<file path="src/rtl/vga_gpu_pkg.sv">
// Shared timing defaults, pixel type and bar colour table for the vga_gpu video source.
// Consumers: vga_timing and vga_gpu (optional scrolling enabled by VGA_GPU_SCROLL_EN).
package vga_gpu_pkg;

   localparam int DEF_H_ACTIVE = 200;
   localparam int DEF_H_FP     = 10;
   localparam int DEF_H_SYNC   = 32;
   localparam int DEF_H_BP     = 22;
   localparam int DEF_H_TOTAL  = DEF_H_ACTIVE + DEF_H_FP + DEF_H_SYNC + DEF_H_BP;

   localparam int DEF_V_ACTIVE = 600;
   localparam int DEF_V_FP     = 1;
   localparam int DEF_V_SYNC   = 4;
   localparam int DEF_V_BP     = 23;
   localparam int DEF_V_TOTAL  = DEF_V_ACTIVE + DEF_V_FP + DEF_V_SYNC + DEF_V_BP;

   localparam bit DEF_SYNC_POL = 1'b1;
   localparam int N_BARS       = 8;

   typedef struct packed {
      logic [3:0] r;
      logic [3:0] g;
      logic [3:0] b;
   } rgb_t;

   // White, yellow, cyan, green, magenta, red, blue, black
   localparam rgb_t BAR_COLORS [N_BARS] = '{
      '{4'hF, 4'hF, 4'hF},
      '{4'hF, 4'hF, 4'h0},
      '{4'h0, 4'hF, 4'hF},
      '{4'h0, 4'hF, 4'h0},
      '{4'hF, 4'h0, 4'hF},
      '{4'hF, 4'h0, 4'h0},
      '{4'h0, 4'h0, 4'hF},
      '{4'h0, 4'h0, 4'h0}
   };

   function automatic logic sync_level(input logic in_pulse, input bit pol);
      return in_pulse ? pol : ~pol;
   endfunction

endpackage

</file>
<file path="src/rtl/vga_timing.sv">
// Free-running h/v raster counters with active-area and sync-window decode.
// Counters pause for one edge after reset so that position (0,0) is presented first.
module vga_timing
   import vga_gpu_pkg::*;
#(
   parameter int H_ACTIVE = DEF_H_ACTIVE,
   parameter int H_FP     = DEF_H_FP,
   parameter int H_SYNC   = DEF_H_SYNC,
   parameter int H_BP     = DEF_H_BP,
   parameter int V_ACTIVE = DEF_V_ACTIVE,
   parameter int V_FP     = DEF_V_FP,
   parameter int V_SYNC   = DEF_V_SYNC,
   parameter int V_BP     = DEF_V_BP,
   parameter int H_CNT_W  = $clog2(H_ACTIVE + H_FP + H_SYNC + H_BP),
   parameter int V_CNT_W  = $clog2(V_ACTIVE + V_FP + V_SYNC + V_BP)
) (
   input  logic               clk,
   input  logic               aresetn,
   output logic [H_CNT_W-1:0] h_cnt,
   output logic [V_CNT_W-1:0] v_cnt,
   output logic               active,
   output logic               hs,
   output logic               vs
);

   localparam int H_TOTAL = H_ACTIVE + H_FP + H_SYNC + H_BP;
   localparam int V_TOTAL = V_ACTIVE + V_FP + V_SYNC + V_BP;

   localparam logic [H_CNT_W-1:0] H_LAST     = H_CNT_W'(H_TOTAL - 1);
   localparam logic [H_CNT_W-1:0] H_ACT_END  = H_CNT_W'(H_ACTIVE);
   localparam logic [H_CNT_W-1:0] H_SYNC_LO  = H_CNT_W'(H_ACTIVE + H_FP);
   localparam logic [H_CNT_W-1:0] H_SYNC_HI  = H_CNT_W'(H_ACTIVE + H_FP + H_SYNC - 1);
   localparam logic [V_CNT_W-1:0] V_LAST     = V_CNT_W'(V_TOTAL - 1);
   localparam logic [V_CNT_W-1:0] V_ACT_END  = V_CNT_W'(V_ACTIVE);
   localparam logic [V_CNT_W-1:0] V_SYNC_LO  = V_CNT_W'(V_ACTIVE + V_FP);
   localparam logic [V_CNT_W-1:0] V_SYNC_HI  = V_CNT_W'(V_ACTIVE + V_FP + V_SYNC - 1);

   logic hold_q;

   // NOTE: state uses non-blocking assignments so every flop samples pre-edge values;
   // blocking here would let v_cnt see the already-updated h_cnt.
   always_ff @(posedge clk) begin
      if (aresetn) begin
         h_cnt  <= '0;
         v_cnt  <= '0;
         hold_q <= 1'b1;
      end else begin
         hold_q <= 1'b0;
         if (!hold_q) begin
            if (h_cnt == H_LAST) begin
               h_cnt <= '0;
               v_cnt <= (v_cnt == V_LAST) ? '0 : v_cnt + 1'b1;
            end else begin
               h_cnt <= h_cnt + 1'b1;
            end
         end
      end
   end

   assign active = (h_cnt < H_ACT_END) && (v_cnt < V_ACT_END);
   assign hs     = (h_cnt >= H_SYNC_LO) && (h_cnt <= H_SYNC_HI);
   assign vs     = (v_cnt >= V_SYNC_LO) && (v_cnt <= V_SYNC_HI);

endmodule

</file>
<file path="src/rtl/vga_gpu.sv">
// 8-colour vertical bar test pattern source with registered RGB/sync outputs.
// Define VGA_GPU_SCROLL_EN to scroll the pattern left by one column per frame.
module vga_gpu
   import vga_gpu_pkg::*;
#(
   parameter int H_ACTIVE = DEF_H_ACTIVE,
   parameter int H_FP     = DEF_H_FP,
   parameter int H_SYNC   = DEF_H_SYNC,
   parameter int H_BP     = DEF_H_BP,
   parameter int V_ACTIVE = DEF_V_ACTIVE,
   parameter int V_FP     = DEF_V_FP,
   parameter int V_SYNC   = DEF_V_SYNC,
   parameter int V_BP     = DEF_V_BP,
   parameter bit SYNC_POL = DEF_SYNC_POL
) (
   input  logic       clk,
   input  logic       aresetn,
   output logic [3:0] red,
   output logic [3:0] green,
   output logic [3:0] blue,
   output logic       h_sync,
   output logic       v_sync
);

   localparam int H_TOTAL = H_ACTIVE + H_FP + H_SYNC + H_BP;
   localparam int V_TOTAL = V_ACTIVE + V_FP + V_SYNC + V_BP;
   localparam int H_CNT_W = $clog2(H_TOTAL);
   localparam int V_CNT_W = $clog2(V_TOTAL);
   localparam int BAR_W   = H_ACTIVE / N_BARS;

   logic [H_CNT_W-1:0] h_cnt;
   logic [V_CNT_W-1:0] v_cnt;
   logic               active;
   logic               hs;
   logic               vs;
   logic [2:0]         bar_idx;
   int                 col;
   rgb_t               pix_q;

   vga_timing #(
      .H_ACTIVE (H_ACTIVE),
      .H_FP     (H_FP),
      .H_SYNC   (H_SYNC),
      .H_BP     (H_BP),
      .V_ACTIVE (V_ACTIVE),
      .V_FP     (V_FP),
      .V_SYNC   (V_SYNC),
      .V_BP     (V_BP),
      .H_CNT_W  (H_CNT_W),
      .V_CNT_W  (V_CNT_W)
   ) u_timing (
      .clk     (clk),
      .aresetn (aresetn),
      .h_cnt   (h_cnt),
      .v_cnt   (v_cnt),
      .active  (active),
      .hs      (hs),
      .vs      (vs)
   );

`ifdef VGA_GPU_SCROLL_EN
   localparam logic [H_CNT_W-1:0] H_LAST = H_CNT_W'(H_TOTAL - 1);
   localparam logic [V_CNT_W-1:0] V_LAST = V_CNT_W'(V_TOTAL - 1);

   logic [7:0] frame_cnt;

   // Advances on the same edge that the raster wraps back to (0,0)
   always_ff @(posedge clk) begin
      if (aresetn) begin
         frame_cnt <= '0;
      end else if ((h_cnt == H_LAST) && (v_cnt == V_LAST)) begin
         frame_cnt <= frame_cnt + 1'b1;
      end
   end

   // NOTE: every always_comb output is assigned on every path; a missed branch
   // would infer a latch.
   always_comb begin
      col     = (int'(h_cnt) + int'(frame_cnt)) % H_ACTIVE;
      bar_idx = 3'(col / BAR_W);
   end
`else
   logic v_cnt_unused;
   assign v_cnt_unused = ^v_cnt;

   always_comb begin
      col     = int'(h_cnt);
      bar_idx = 3'(col / BAR_W);
   end
`endif

   // Single output stage keeps RGB and both syncs aligned to the same raster position
   always_ff @(posedge clk) begin
      if (aresetn) begin
         pix_q  <= '0;
         h_sync <= ~SYNC_POL;
         v_sync <= ~SYNC_POL;
      end else begin
         pix_q  <= active ? BAR_COLORS[bar_idx] : '0;
         h_sync <= sync_level(hs, SYNC_POL);
         v_sync <= sync_level(vs, SYNC_POL);
      end
   end

   assign red   = pix_q.r;
   assign green = pix_q.g;
   assign blue  = pix_q.b;

endmodule

</file>
<file path="config.mk">
export PLATFORM = sky130hd
export DESIGN_NAME = vga_gpu
export DESIGN_NICKNAME = d
export VERILOG_FILES = /design/src/rtl/vga_gpu_pkg.sv /design/src/rtl/vga_timing.sv /design/src/rtl/vga_gpu.sv
export SDC_FILE = /design/constraint.sdc
export NUM_CORES = 1
export LEC_CHECK = 0
export BUFFER_PORTS_ARGS = -buffer_cell sky130_fd_sc_hd__clkbuf_2
export CAP_MARGIN = 5
export CORE_MARGIN = 1.5
export CORE_UTILIZATION = 55
export CTS_BUF_LIST = sky130_fd_sc_hd__clkbuf_8 sky130_fd_sc_hd__clkbuf_16
export DETAILED_ROUTE_END_ITERATION = 8
export HOLD_SLACK_MARGIN = 0.1
export PLACE_DENSITY = 0.83
export SYNTH_ARGS = -nofsm -noshare
export SYNTH_HDL_FRONTEND = slang
export SYNTH_SLANG_ARGS = --single-unit
</file>
<file path="constraint.sdc">
create_clock -name clk -period 12.8 [get_ports clk]
set_clock_uncertainty 0.15 [all_clocks]
set_input_delay 3.84 -clock clk [delete_from_list [all_inputs] [get_ports clk]]
set_output_delay 3.84 -clock clk [all_outputs]
set_load 0.01 [all_outputs]
</file>
==> results of run 1 <==
## registers in the layout (all words and copies together), names as in the netlist
register / cells
u_timing.h_cnt: 9
v_sync: 1
h_sync: 1
green: 1
blue: 1
u_timing.v_cnt: 10
u_timing.hold_q: 1
red: 1
## synth_stat cells, drive strengths merged (7+ instances only)
| cell | count |
|---|---|
| nor2 | 45 |
| o21ai | 13 |
| xor2 | 7 |
| ha | 15 |
| nor3 | 16 |
| nand4 | 8 |
| xnor2 | 9 |
| nand2 | 21 |
| a21oi | 20 |
| inv | 14 |
| dfxtp | 25 |
| buf | 18 |
| nand3 | 10 |
## path summary, 6_finish.rpt
| path | slack, ns | cells after the start | end | startpoint |
|---|---|---|---|---|
| setup reg to reg | 7.24 | 20 | blue[3]$_SDFF_PP0_ | u_timing.h_cnt[5]$_SDFFE_PP0N_ |
| setup / recovery | 7.24 | 20 | blue[3]$_SDFF_PP0_ | u_timing.h_cnt[5]$_SDFFE_PP0N_ |
| hold / removal | 0.34 | 2 | v_sync$_SDFF_PP0_ | u_timing.v_cnt[3]$_SDFFE_PP0P_ |
| hold reg to reg | 0.34 | 2 | v_sync$_SDFF_PP0_ | u_timing.v_cnt[3]$_SDFFE_PP0P_ |
## power by group through the flow
stage / Clock, W / Sequential, W / Combinational [W]
6_report: 0.0000458 / 0.0000810 / 0.0000113
5_1_grt: 0.0000502 / 0.0000814 / 0.0000128
3_3_place_gp: 0 / 0.0000827 / 0.0000110
2_1_floorplan: 0 / 0.0000821 / 0.00000997
3_5_place_dp: 0 / 0.0000828 / 0.0000113
4_1_cts: 0.0000476 / 0.0000810 / 0.0000114
## stage by stage
stage / std cells / hold WS (ns) / setup slack (ns) / total power, W
global route: 367 / 0.3784 / 6.692 / 0.0001443
CTS: 367 / 0.3362 / 7.328 / 0.0001400
finish: 367 / 0.3378 / 7.242 / 0.0001381
global placement: 363 / 0.3281 / 7.645 / 0.00009373
floorplan: 319 / 0.3036 / 7.854 / 0.00009212
detailed placement: 363 / 0.3186 / 7.338 / 0.00009415
## layer usage
metal | global-route usage (%) | vias up | part of all wire [%]
met5 | 0 | - | 0
met4 | 10.04 | 0 | 2.5
met3 | 3.319 | 15 | 4.4
met2 | 38.52 | 66 | 48
met1 | 28.95 | 1094 | 45
li1 | - | 1164 | -
## cell families after synthesis
family	share of synthesized area [%]
AOI/OAI and AO/OA	30.79
xor gates and xnor gates	5.957
adders and majority gates	7.572
buffers and inverters	8.631
DFF	20.19
muxes	1.212
and+or+nand+nor	25.64
## cell type report
type / count / area, µm² / share of cell area (%)
Timing Repair Buffer: 15 / 75.07 / 3.000
Tap cell: 52 / 65.06 / 2.600
Inverter: 14 / 52.55 / 2.100
Sequential cell: 25 / 500.5 / 20.00
Multi-Input combinational cell: 257 / 1764 / 70.50
Clock buffer: 3 / 41.29 / 1.650
Clock inverter: 1 / 3.754 / 0.1500
## worst max-delay path: stages (launching register included)
cell and delay, ns:
dfxtp_1 0.68, inv_1 0.17, ha_1 0.32, o31ai_1 0.40, inv_1 0.09, ha_1 0.21
nand2_1 0.11, o211ai_1 0.21, a2111oi_1 0.60, nor2_1 0.23, a21boi_4 0.27, nor2_4 0.06
xnor2_2 0.24, inv_1 0.14, ha_1 0.24, nand2_1 0.09, mux2i_1 0.11, or2_2 0.34
a2111oi_2 0.41, o311ai_1 0.14, a221oi_1 0.28
==> impl_metrics.ini, run 1 <==
[layout]
antenna_cells = 0
final_common_cell = nor2_1
final_util_pct = 57.47
design_area_mm2 = 0.002502
drive_gt1_share_pct = 13.02
fillers = 406
layout_common_cells = nor2_1 (44), dfxtp_1 (25), nand2_1 (21)
synthToLayoutAreaGrowth_pct = 0.9591
fin_nets = 333

[global_routing]
antenna_found_initial = 0
grt_pass1_wl_um = 9446
grt_start_max_net_pins = 18
grt_overflow = 0
first_global_vias = 2202
grtUsageTotal_pct = 22.88

[yosys]
synth_top_area_share_pct = 20.19
synth-seq-cells = 25
synth_nets = 336
ys_warn_count = 0
synth_top_area_cell = dfxtp_1
ys_types = 73
ys_seq_area_share_pct = 20.19
synthFlopType = dfxtp_1
synthTopCellsByArea = dfxtp_1 (20%), ha_1 (7.6%), nor2_1 (6.7%)
synth-async-reset-ratio_pct = 0
netlist_area_mm2 = 0.002479
syn_area_per_cell_um2 = 7.770
synthCells = 319
synth_edf_count = 0

[job]
max_cap_viol_count = 0

[cts]
cts_resized = 0
htreeDepth = 1
cts.path.max_buffers = 2
cts_root_buffer = clkbuf_8
cts_tree = done
clk_pin_slew_ns = 0.09
cts_made_buffers = 3
clock_latency_ns = 0.27
postCtsHoldBufs = 0
clock-sinks = 25
cts_setup_buffers = 0

[route]
drtPass1Iterations = 4
wl_um = 5462
ant_nets = 0
drc = 0
via_per_inst = 6.373
vias = 2339
wl_per_cell_um = 14.88
drt_iter0_drc = 194

[placed_design]
place_area_mm2 = 0.002457
place_hpwl_um = 4141
routabilityCongestion = 0.9341
io_buffers = 15

[die]
chipWidth_um = 70.13
core_mm2 = 0.004354
dieArea_mm2 = 0.004918
rows = 24
die_y_um = 70.13
start_util_pct = 56.93
ios = 16

[worst_setup_path]
critPathKind = reg -> reg
start_kind = register
end_kind = register
cp_data_arrival_time_ns = 5.59
critPathMaxFanout = 16
cp.required_ns = 12.84

[timing]
rsz0062_at_grt = false
period_minus_slack_ns = 5.558
setup_viol = 0
fin_setup_tns_ns = 0
slew_headroom_pct = 44.92
fmax_mhz = 179.9
period_share_pct = 43.43
hold_viol = 0
worst_pin_slew_ns = 0.8262
slew_viol_final = 0

[pwr]
p_switching_w = 0.00003326
clockPowerShare_pct = 33.2
switching_share_pct = 24.09
ir_drop_mv = 0.04955
seq_power_share_pct = 58.6
p_int_w = 0.0001048
p_per_area_mw_per_mm2 = 55.19
p_leak_nw = 0.9762
combPwrFrac_pct = 8.2

[outcome]
run_status = finished, final reports clean

[worst_hold_path]
min_path_type = reg -> reg
No activity file was read; power rests on OpenSTA's default activity.
==> run 2, diff against run 1 <==
--- a/config.mk
+++ b/config.mk
@@ -5,6 +5,7 @@
 export SDC_FILE = /design/constraint.sdc
 export NUM_CORES = 1
 export LEC_CHECK = 0
+export ABC_AREA = 1
 export BUFFER_PORTS_ARGS = -buffer_cell sky130_fd_sc_hd__clkbuf_2
 export CAP_MARGIN = 5
 export CORE_MARGIN = 1.5
==> constraint.sdc (replaced) <==
create_clock -name clk -period 5.5 [get_ports clk]
set_clock_uncertainty 0.15 [all_clocks]
set_input_delay 1.65 -clock clk [delete_from_list [all_inputs] [get_ports clk]]
set_output_delay 1.65 -clock clk [all_outputs]
set_load 0.01 [all_outputs]
==> run 2 against run 1 <==
  * Register-to-register slack got worse by 5.9 ns
  * Die area rose by 0.34%
  * Area after synthesis grew 0.35%
  * Setup slack got worse by 5.9 ns
  * Critical path type unchanged
  * Sequential power grew 130%
  * Cell count increased by 16%
==> impl_metrics.ini, run 2 <==
[outcome]
run_status = finished, final reports clean

[worst_setup_path]
r2r_cells = 32
start_kind = register
end_kind = register
critPathMaxStageDelay_ns = 0.40
r2r_end = blue[3]$_SDFF_PP0_
reg2reg_slack_ns = 1.30
critPathKind = reg -> reg
cp_slowest_cell = dfxtp_1
worst-path-buf-inv = 6
crit_top_cell = nand2_1
cp.required_ns = 5.52
critPathMaxFanout = 12
r2r-start = u_timing.h_cnt[5]$_SDFFE_PP0N_
path_delay_family = simple AND/OR/NAND/NOR gates
cp_data_arrival_time_ns = 4.22

[pwr]
ir_drop_mv = 0.1180
p_per_area_mw_per_mm2 = 124.6
p_leak_nw = 1.238

[layout]
drive_gt1_share_pct = 18.40
antenna_cells = 0
synthToLayoutAreaGrowth_pct = 2.918
largest_reg_flops = 10
layout_common_cells = nand2_1 (82), inv_1 (46), nand3_1 (32)
final_common_cell = nand2_1
reg.largest.list = u_timing.v_cnt x10, u_timing.h_cnt x9
largest_register = u_timing.v_cnt
fin_nets = 393

[cts]
cts.path.max_buffers = 2
clock-sinks = 25
htreeDepth = 1
cts_root_buffer = clkbuf_8
cts_made_buffers = 3
cts_tree = done
cts_setup_buffers = 0
postCtsHoldBufs = 0
clk_pin_slew_ns = 0.08
cts_resized = 0
clock_latency_ns = 0.26

[yosys]
synth_common_cells = nand2_1 (82), inv_1 (45), nand3_1 (32)
synthMostInstantiatedCell = nand2_1
synthFlopType = dfxtp_1
ys_types = 43
ys_warn_count = 0
synthCells = 371
synth-async-reset-ratio_pct = 0
synth_edf_count = 0
syn_area_per_cell_um2 = 6.705
synth-seq-cells = 25
netlist_area_mm2 = 0.002487
synth_top_area_cell = dfxtp_1
ys_seq_area_share_pct = 20.12
synth_nets = 388
synth_top_area_share_pct = 20.12
synthTopCellsByArea = dfxtp_1 (20%), nand2_1 (12%), ha_1 (7.5%)

[die]
start_util_pct = 57.13
chipWidth_um = 70.25
ios = 16
rows = 24
dieArea_mm2 = 0.004935
core_mm2 = 0.004354
die_y_um = 70.25

[timing]
slew_headroom_pct = 65.38
holdWs_ns = 0.3446
hold_viol = 0
rsz0062_at_grt = false
setup_ws_ns = 1.297
period_share_pct = 76.43
setup_viol = 0
worst_pin_slew_ns = 0.5186
fmax_mhz = 237.9
fin_setup_tns_ns = 0
period_minus_slack_ns = 4.203
slew_viol_final = 0

[worst_hold_path]
hold_depth = 2
hold_path_end = u_timing.v_cnt[9]$_SDFFE_PP0P_
min_path_type = reg -> reg
min_from = u_timing.v_cnt[9]$_SDFFE_PP0P_

[global_routing]
grtUsageTotal_pct = 21.50
grt_overflow = 0
grt_pass1_wl_um = 9011
grt_start_max_net_pins = 14
antenna_found_initial = 0
first_global_vias = 2216

[route]
drc = 0
wl_um = 5048
drtPass1Iterations = 4
drt_iter0_drc = 104
via_per_inst = 5.377
vias = 2296
ant_nets = 0
wl_per_cell_um = 11.82

[placed_design]
routabilityCongestion = 0.8521
dp_slack_ns = 1.374
io_buffers = 15
place_hpwl_um = 4091

[job]
max_cap_viol_count = 0
-- run 2: cell count changes after synthesis, sizes merged, moves of 4 or more --
| cell | delta |
|---|---|
| a21o | -6 |
| o211ai | -4 |
| nand3b | +4 |
| nand2 | +84 |
| nor2b | -4 |
| nor2 | -13 |
| o31ai | -5 |
| xnor2 | -7 |
| nand3 | +29 |
| buf | -5 |
| inv | +38 |
| a21oi | -6 |
| a2111oi | -4 |
-- run 2: layer usage --
metal / up-vias / share of wire [%] / GRT usage (%)
met5: - / 0 / 0
met4: 0 / 1.7 / 8.974
met3: 14 / 2.9 / 2.597
met2: 44 / 48 / 35.85
met1: 1029 / 48 / 27.92
li1: 1209 / - / -
-- run 2: final cells by class --
class	count	area [µm²]
multi-input cells	278	1670
clock buffers	3	41.29
well taps	52	65.06
flip-flops and latches	25	500.5
repair buffers	15	75.07
inverters	53	203.9
fillers	418	1794
clock inverters	1	3.754
-- run 2: worst max-delay path by stage --
stage                                     to                            from  depth (start not counted)
after floorplan           blue[3]$_SDFF_PP0_  u_timing.h_cnt[5]$_SDFFE_PP0N_                         33
after global placement    blue[3]$_SDFF_PP0_  u_timing.h_cnt[5]$_SDFFE_PP0N_                         30
after detailed placement  blue[3]$_SDFF_PP0_  u_timing.h_cnt[5]$_SDFFE_PP0N_                         32
after CTS                 blue[3]$_SDFF_PP0_  u_timing.h_cnt[5]$_SDFFE_PP0N_                         32
after global routing      blue[3]$_SDFF_PP0_  u_timing.h_cnt[5]$_SDFFE_PP0N_                         30
final                     blue[3]$_SDFF_PP0_  u_timing.h_cnt[5]$_SDFFE_PP0N_                         32
-- run 2: metrics by stage --
step / total power (W) / cell area [µm²] / util, % / instances
2_1_floorplan: 0.0002152 / 2487 / - / 371
3_3_place_gp: 0.0002195 / 2515 / 57.76 / 423
3_5_place_dp: 0.0002198 / 2515 / 57.76 / 423
4_1_cts: 0.0003231 / 2560 / 58.79 / 427
5_1_grt: 0.0003334 / 2560 / 58.79 / 427
6_report: 0.0003191 / 2560 / 58.79 / 427
-- run 2: where the power goes --
part	total [W]	switching, W	internal [W]
clock network	0.000103	0.0000537	0.0000498
registers	0.000187	0.00000370	0.000184
logic	0.0000282	0.0000175	0.0000107
-- run 2: cell families (layout without fill, tap and decap cells) --
family / after synthesis / after routing / share of synthesized area (%)
flip-flops: 25 / 25 / 20.12
buffers and inverters: 68 / 72 / 12.73
XOR/XNOR: 9 / 9 / 3.169
adder cells (fa/ha/maj): 15 / 15 / 7.545
AO/OA/AOI/OAI: 42 / 42 / 10.16
AND/OR/NAND/NOR: 212 / 212 / 46.28
-- run 2: worst reg2reg max path: cells and delay by family, from the launching register on --
kind | cells | cell delay (ns)
AO/OA/AOI/OAI | 1 | 0.20
flip-flops | 1 | 0.40
buffers and inverters | 6 | 0.47
adder cells (fa/ha/maj) | 3 | 0.68
AND/OR/NAND/NOR | 22 | 2.19
==> run 3, diff against run 2 <==
--- a/config.mk
+++ b/config.mk
@@ -5,7 +5,7 @@
 export SDC_FILE = /design/constraint.sdc
 export NUM_CORES = 1
 export LEC_CHECK = 0
-export ABC_AREA = 1
+export ABC_AREA = 0
 export BUFFER_PORTS_ARGS = -buffer_cell sky130_fd_sc_hd__clkbuf_2
 export CAP_MARGIN = 5
 export CORE_MARGIN = 1.5
==> constraint.sdc (replaced) <==
create_clock -name clk -period 3.96 [get_ports clk]
set_clock_uncertainty 0.15 [all_clocks]
set_input_delay 1.188 -clock clk [delete_from_list [all_inputs] [get_ports clk]]
set_output_delay 1.188 -clock clk [all_outputs]
set_load 0.01 [all_outputs]
==> run 3 against run 2 <==
  * The run now ends with setup timing left
  * Maximum frequency grew 5.5%
  * Count of clock-buffer cells in the layout is the same
  * Highest routed layer unchanged
  * Combinational power grew 49%
  * Cell count fell by 3.0%
  * Die area shrank 0.34%
  * Hold slack better by 0.00064 ns
  * First-iteration DRC count rose to 2.5 times the previous value
  * Sequential share of layout area down 3.0 points
  * Routed wire length grew 33%
  * Register-to-register slack got worse by 1.3 ns
  * Setup slack worse by 1.3 ns
==> impl_metrics.ini, run 3 (synthesis results as in run 1) <==
[worst_setup_path]
end_kind = register
start_kind = register
path_delay_family = compound AO/OA/AOI/OAI gates
critPathMaxStageDelay_ns = 0.38
cp.required_ns = 3.99
cp_slowest_cell = dfxtp_4
crit_top_cell = ha_4
critPathKind = reg -> reg
critPathMaxFanout = 7
cp_data_arrival_time_ns = 4.01
cp_cell_sequence = inv_4, ha_4, o31ai_4, inv_2, ha_4, nand2_4, o211ai_1, a22oi_2, mux2i_2, a21boi_4, nor2_4, xnor2_2, inv_2, ha_4, nor2_2, a211o_1, a2111oi_4, o311ai_1, a221oi_1
worst-path-buf-inv = 3
reg2reg_slack_ns = -0.02

[route]
drt_iter0_drc = 261
wl_um = 6733
vias = 2587
wl_per_cell_um = 16.26
drc = 0
via_per_inst = 6.249
drtPass1Iterations = 5
ant_nets = 0

[cts]
postCtsHoldBufs = 0
clk_pin_slew_ns = 0.09
clock_latency_ns = 0.27
cts.path.max_buffers = 2
clock-sinks = 25
cts_root_buffer = clkbuf_8
cts_tree = done
cts_made_buffers = 3
htreeDepth = 1

[timing]
worst_pin_slew_ns = 0.6675
slew_headroom_pct = 55.03
holdWs_ns = 0.3452
setup_ws_ns = -0.02271
setup_viol = 1
period_minus_slack_ns = 3.983
hold_viol = 0
rsz0062_at_grt = true
fmax_mhz = 251.1
period_share_pct = 100.6
slew_viol_final = 0

[placed_design]
place_hpwl_um = 4757
io_buffers = 15
routabilityCongestion = 0.9111

[outcome]
violations = setup timing
run_status = finished, violations left

[global_routing]
grt_start_max_net_pins = 15
antenna_found_initial = 0
grt_pass1_wl_um = 10890
grt_overflow = 0
first_global_vias = 2398
grtUsageTotal_pct = 26.34

[layout]
largest_reg_flops = 10
fin_nets = 380
drive_gt1_share_pct = 30.94
synthToLayoutAreaGrowth_pct = 22.92
reg.largest.list = u_timing.v_cnt x10, u_timing.h_cnt x9
antenna_cells = 0
layout_common_cells = buf_4 (47), nor2_1 (42), dfxtp_1 (24)
largest_register = u_timing.v_cnt
final_common_cell = buf_4

[die]
chipWidth_um = 70.13
dieArea_mm2 = 0.004918
die_y_um = 70.13
rows = 24
start_util_pct = 56.93
core_mm2 = 0.004354
ios = 16

[pwr]
p_per_area_mw_per_mm2 = 149.2
p_leak_nw = 1.248
p_total_w = 0.0004544
ir_drop_mv = 0.2014

[job]
max_cap_viol_count = 0

[worst_hold_path]
min_path_type = reg -> reg
run 3: cell count changes in the layout (fill, tap and decap cells not counted), moves of 5 or more:
cell,before,now
nand2_1,82,19
buf_4,0,47
inv_1,46,11
nand3_1,32,10
nor2_1,25,42
nand2_2,17,1
a21o_1,0,6
xnor2_1,2,8
nand2_4,6,1
nand3_2,5,0
run 3: worst reg2reg max path: cells and delay by family, from the launching register on:
family	cells	cell delay, ns
AOI/OAI and AO/OA	8	2.00
xor gates and xnor gates	1	0.14
adders and majority gates	3	0.52
buffers and inverters	3	0.24
DFF	1	0.38
muxes	1	0.27
and+or+nand+nor	3	0.18
run 3: final timing paths:
check	startpoint	to	cells past startpoint
setup / recovery	u_timing.h_cnt[5]$_SDFFE_PP0N_	blue[3]$_SDFF_PP0_	19
hold / removal	u_timing.v_cnt[3]$_SDFFE_PP0P_	v_sync$_SDFF_PP0_	2
setup reg to reg	u_timing.h_cnt[5]$_SDFFE_PP0N_	blue[3]$_SDFF_PP0_	19
hold reg to reg	u_timing.v_cnt[3]$_SDFFE_PP0P_	v_sync$_SDFF_PP0_	2
run 3: stage by stage:
step	instance area [µm²]	std cells	utilization [%]	setup WS [ns]	setup TNS (ns)
6_report	3047	414	69.97	-0.02271	-0.02271
3_3_place_gp	2868	401	65.86	0.1142	0
4_1_cts	2957	408	67.90	0.02279	0
3_5_place_dp	2868	401	65.86	-0.04787	-0.04787
2_1_floorplan	2610	319	-	-0.1645	-0.1645
5_1_grt	3047	414	69.97	-0.2315	-0.2315
run 3: layout make-up:
cell class,count,area [µm²]
well taps,52,65.06
flip-flops and latches,25,504.2
repair buffers,62,427.9
fillers,316,1308
clock buffers,3,41.29
inverters,14,55.05
clock inverters,1,5.005
multi-input cells,257,1948
run 3: power breakdown:
| group | total, W | switching, W | leakage (nW) | internal, W |
|---|---|---|---|---|
| combinational | 0.0000421 | 0.0000244 | 1.02 | 0.0000177 |
| sequential | 0.000261 | 0.00000696 | 0.204 | 0.000254 |
| clock | 0.000151 | 0.0000807 | 0.0255 | 0.0000704 |
| total | 0.000454 | 0.000112 | 1.25 | 0.000342 |
run 3: what timing repair did:
item                                    4_1_cts  5_1_grt
gates cloned                                  0        0
buffers inserted                              3        6
gates resized for setup                       4        9
endpoints found under the setup margin        1        1
pin swaps                                     6       10
run 3: metal layers:
layer,global-route usage (%),vias to the layer above,share of wire (%)
li1,-,1245,-
met1,35.44,1205,43
met2,44.13,117,48
met3,2.597,20,5.9
met5,0,-,0
met4,8.761,0,2.6
